File: src/rtl/pipe_stage_elastic.sv
// Elastic inter-stage pipeline register with flush, pause,
// optional 2-entry skid buffer and saturating perf counters.
module pipe_stage_elastic #(
   parameter int                DATA_W    = 128,
   parameter logic [DATA_W-1:0] NOP_VALUE = '0,
   parameter int                SKID      = 1,
   parameter int                CNT_W     = 16
) (
   input  logic              clk_50MHz,
   input  logic              rst,
   input  logic              pause,
   input  logic              flush,
   input  logic              in_valid,
   output logic              in_ready,
   input  logic [DATA_W-1:0] in_data,
   output logic              out_valid,
   input  logic              out_ready,
   output logic [DATA_W-1:0] out_data,
   output logic [CNT_W-1:0]  bubble_cnt,
   output logic [CNT_W-1:0]  stall_cnt
);

   typedef enum logic [1:0] {
      EMPTY = 2'd0,
      ONE   = 2'd1,
      TWO   = 2'd2
   } state_t;

   localparam logic [CNT_W-1:0] CNT_ONE = 1;
   localparam logic [CNT_W-1:0] CNT_MAX = '1;

   state_t            state_q, state_d;
   logic [DATA_W-1:0] main_q, main_d;
   logic [DATA_W-1:0] skid_q, skid_d;
   logic              in_fire, out_fire;

   assign out_valid = (state_q != EMPTY) & ~pause;
   // With a skid entry, in_ready comes from registered state only
   assign in_ready  = (SKID != 0)
                    ? (state_q != TWO) & ~pause
                    : ~pause & ((state_q == EMPTY) | out_ready);
   assign in_fire   = in_valid & in_ready;
   assign out_fire  = out_valid & out_ready;
   assign out_data  = main_q;

   always_comb begin
      state_d = state_q;
      main_d  = main_q;
      skid_d  = skid_q;
      if (flush) begin
         state_d = EMPTY;
         main_d  = NOP_VALUE;
         skid_d  = NOP_VALUE;
      end else if (!pause) begin
         unique case (state_q)
            EMPTY: begin
               if (in_fire) begin
                  state_d = ONE;
                  main_d  = in_data;
               end
            end
            ONE: begin
               unique case (1'b1)
                  in_fire & out_fire: begin
                     main_d = in_data;
                  end
                  in_fire & ~out_fire: begin
                     state_d = TWO;
                     skid_d  = in_data;
                  end
                  ~in_fire & out_fire: begin
                     state_d = EMPTY;
                     main_d  = NOP_VALUE;
                  end
                  default: ;
               endcase
            end
            TWO: begin
               if (out_fire) begin
                  state_d = ONE;
                  main_d  = skid_q;
                  skid_d  = NOP_VALUE;
               end
            end
            default: begin
               state_d = EMPTY;
               main_d  = NOP_VALUE;
               skid_d  = NOP_VALUE;
            end
         endcase
      end
   end

   always_ff @(posedge clk_50MHz) begin
      if (!rst) begin
         state_q    <= EMPTY;
         main_q     <= NOP_VALUE;
         skid_q     <= NOP_VALUE;
         bubble_cnt <= '0;
         stall_cnt  <= '0;
      end else begin
         state_q <= state_d;
         main_q  <= main_d;
         skid_q  <= skid_d;
         if (!out_valid && bubble_cnt != CNT_MAX)
            bubble_cnt <= bubble_cnt + CNT_ONE;
         if (out_valid && !out_ready && stall_cnt != CNT_MAX)
            stall_cnt <= stall_cnt + CNT_ONE;
      end
   end

endmodule

File: config.mk
export PLATFORM = sky130hd
export DESIGN_NAME = pipe_stage_elastic
export DESIGN_NICKNAME = d
export VERILOG_FILES = /design/src/rtl/pipe_stage_elastic.sv
export SDC_FILE = /design/constraint.sdc
export NUM_CORES = 1
export LEC_CHECK = 0
export ABC_AREA = 1
export CAP_MARGIN = 20
export CORE_MARGIN = 5
export CORE_UTILIZATION = 53
export CTS_CLUSTER_DIAMETER = 30
export DETAILED_ROUTE_END_ITERATION = 16
export PLACE_DENSITY = 0.85
export SYNTH_ARGS = -nofsm -noshare
export SYNTH_HDL_FRONTEND = slang
export SYNTH_SLANG_ARGS = --single-unit
File: constraint.sdc
create_clock -name clk_50MHz -period 2 [get_ports clk_50MHz]
set_clock_uncertainty 0.15 [all_clocks]
set_input_delay 0.4 -clock clk_50MHz [delete_from_list [all_inputs] [get_ports clk_50MHz]]
set_output_delay 0.4 -clock clk_50MHz [all_outputs]
set_load 0.02 [all_outputs]
==> results.py <==
metrics = {
    "synth": {
        "yosysSeqAreaShare_pct": 38.5,
        "syn_area_mm2": 0.0151,
        "synth_seq_cells": 290,
        "synthesis.nets": 2415,
        "ys_types": 30,
        "synthCells": 2279,
        "synthAdderAreaFrac_pct": 0.166,
        "synth_top_family_by_area": "simple AND/OR/NAND/NOR gates",
        "synth_simple_gate_area_share_pct": 37.7,
        "synth-compound-area-share_pct": 12.5,
        "avgSynthCellArea_um2": 6.62,
        "yosys.area_share.xor_xnor_pct": 0.812,
        "yosys_warnings": 0,
        "synth.area.mux_share_pct": 0,
    },
    "cells_and_area": {
        "fin_util_pct": 74.6,
        "ff_latch_area_mm2": 0.00581,
        "areaGrowthSynthToFinish_pct": 38.1,
        "multi_input_area_mm2": 0.00779,
        "fillers": 2064,
        "drive_gt1_share_pct": 16.0,
        "num-nets-final": 2689,
        "fin_area_mm2": 0.0208,
        "stdcell_count": 2983,
    },
    "floorplanning": {
        "dieArea_mm2": 0.0319,
        "fp-row-count": 61,
        "pin_count": 296,
        "start_util_pct": 54.0,
        "die_h_um": 179,
        "die_w_um": 179,
        "core_area_mm2": 0.0279,
    },
    "global_route": {
        "grt_max_degree": 84,
        "overflow": 0,
        "grt_pass1_wl_um": 80200,
        "grt_antenna_before_repair": 3,
        "grt_use_total_pct": 30.3,
        "first_global_vias": 16200,
    },
    "drt": {
        "drt_iter0_drc": 1568,
        "num_vias": 16400,
        "wire_per_inst_um": 16.8,
        "drc": 0,
        "vias_per_cell": 5.50,
        "wl_um": 50200,
        "ant_nets": 0,
        "dr.pass1.iters": 6,
    },
    "timing": {
        "holdWs_ps": 308,
        "relSlewSlack_pct": 62.3,
        "drv_slew": 0,
        "hold_viol_final": 0,
        "setup_viol": 0,
        "fin_crit_sh_pct": 98.2,
        "grt_setup_unrepaired": "true",
        "fin_crit_ps": 1960,
        "worst_pin_slew_ps": 565,
        "fmax_ghz": 0.509,
    },
    "power_and_ir_drop": {
        "p_clk_share_pct": 55.8,
        "p_seq_share_pct": 31.6,
        "cellPowerDensity_mw_per_mm2": 917,
        "ir_worst_vdd_uv": 649,
        "power_switching_mw": 4.86,
        "internal_power_mw": 14.3,
        "combPwrFrac_pct": 12.7,
        "sw_frac_of_total_pct": 25.4,
        "p_leak_nw": 9.05,
    },
    "worst_setup_path": {
        "critPathKind": "flip-flop to flip-flop",
        "arrival_ps": 2270,
        "critPathLaunchType": "flip-flop",
        "worstPathRequired_ps": 2300,
        "critPathMaxFanout": 55,
        "end_kind": "flip-flop",
    },
    "cts": {
        "clockBufferDepth": 3,
        "clk_pin_slew_ps": 60,
        "cts_sinks": 290,
        "holdBufCountCts": 0,
        "root_buffer": "clkbuf_16",
        "cts_made_buffers": 61,
        "worstSkewPairLatency_ps": 560,
        "cts_tree": "built",
        "htreeDepth": 2,
    },
    "job": {
        "drv_cap": 0,
    },
    "placement": {
        "place_hpwl_um": 29700,
        "dp.cells": 2856,
        "place_area_mm2": 0.0185,
        "io_buffers": 295,
        "gp_congestion": 0.898,
    },
    "run_status": {
        "outcome": "finished, final reports clean",
    },
    "min_path": {
        "hold_class": "flip-flop to flip-flop",
    },
}
worst max-delay path, stage by stage, from the launching register on:
cell and delay, ps:
dfxtp_4 370, nor2_4 210, nor3_4 80, buf_4 140
o21ai_2 210, nand2_4 160, buf_12 220, o21ai_0 220
nor2_1 60
layout by cell type, fill, tap and decap left out, drive strengths merged:
master         instances
nor2                 433
clkdlybuf4s50        133
dfxtp                290
o311ai                 1
diode                  2
nand3                269
o21ai                146
nand2                619
clkbuf                76
bufinv                10
nor3b                  2
clkinv                18
dlygate4sd2          160
ha                     2
inv                  175
nand4                  6
nor3                   9
xnor2                  4
xor2                  10
clkinvlp               7
buf                   79
a21oi                151
nand3b                 2
or2                    1
power groups by stage:
stage / logic, mW / clock network (mW) / registers [mW]
CTS: 2.37 / 10.7 / 6.03
global route: 2.61 / 11.1 / 6.04
global placement: 2.24 / 0 / 6.14
finish: 2.42 / 10.7 / 6.03
floorplan: 1.33 / 0 / 6.24
detailed placement: 2.28 / 0 / 6.14
final timing paths:
path                     start            to  slack (ps)  depth (start not counted)
setup / recovery    state_q[1]    skid_q[33]          40                          8
hold / removal    out_data[97]  out_data[97]         310                          2
setup reg to reg    state_q[1]    skid_q[33]          40                          8
hold reg to reg   out_data[97]  out_data[97]         310                          2
Yosys cell counts, drive strengths merged:
cell	n	area (um2)
a21oi	151	1130
inv	172	646
nor3	9	56.3
nand3	269	1350
or2	1	6.26
nand2	619	2580
dfxtp	290	5810
o21ai	146	742
nand4	6	37.5
xor2	10	87.6
buf	84	629
nand3b	2	15.0
o311ai	1	8.76
nor2	433	1630
ha	2	25.0
nor3b	2	15.0
xnor2	4	35.0
clkbuf	78	297
cell families after synthesis:
kind of cell,after synthesis
xor gates and xnor gates,14
DFF,290
AOI/OAI and AO/OA,298
and+or+nand+nor,1341
adders and majority gates,2
buffers and inverters,334
registers in the layout (all words and copies together) (netlist names):
name and flops:
skid_q 128, bubble_cnt 16, state_q 2, out_data 128, stall_cnt 16
metrics by stage:
step / setup slack (ps) / power [mW] / setup TNS [ps]
floorplan: 86.7 / 7.57 / 0
global placement: -347 / 8.37 / -85350
detailed placement: -446 / 8.42 / -104200
CTS: -45.5 / 19.1 / -47.1
global route: -20.0 / 19.7 / -133
finish: 36.6 / 19.1 / 0
layout make-up:
cell class	count	share of cell area, %
timing repair buffer	373	18.6
multi-input combinational	1655	37.4
inverter	172	3.21
clock inverter	38	2.36
antenna	2	0.0240
tap	378	2.27
clock buffer	75	8.26
sequential	290	27.9
repair_timing:
action                     4_1_cts  5_1_grt
cloned                           6        1
gates resized for setup        179       29
setup endpoints to repair      260      234
buffers inserted                 1        4
pin swaps                        2        3
per-layer routing:
metal	track usage [%]	wire (um)	vias to the layer above
li1	-	-	7757
met1	35.3	18700	7509
met2	52.1	24300	947
met3	6.83	4720	200
met4	15.8	2440	2
met5	0	13	-
(Power assumes the default switching activity.)
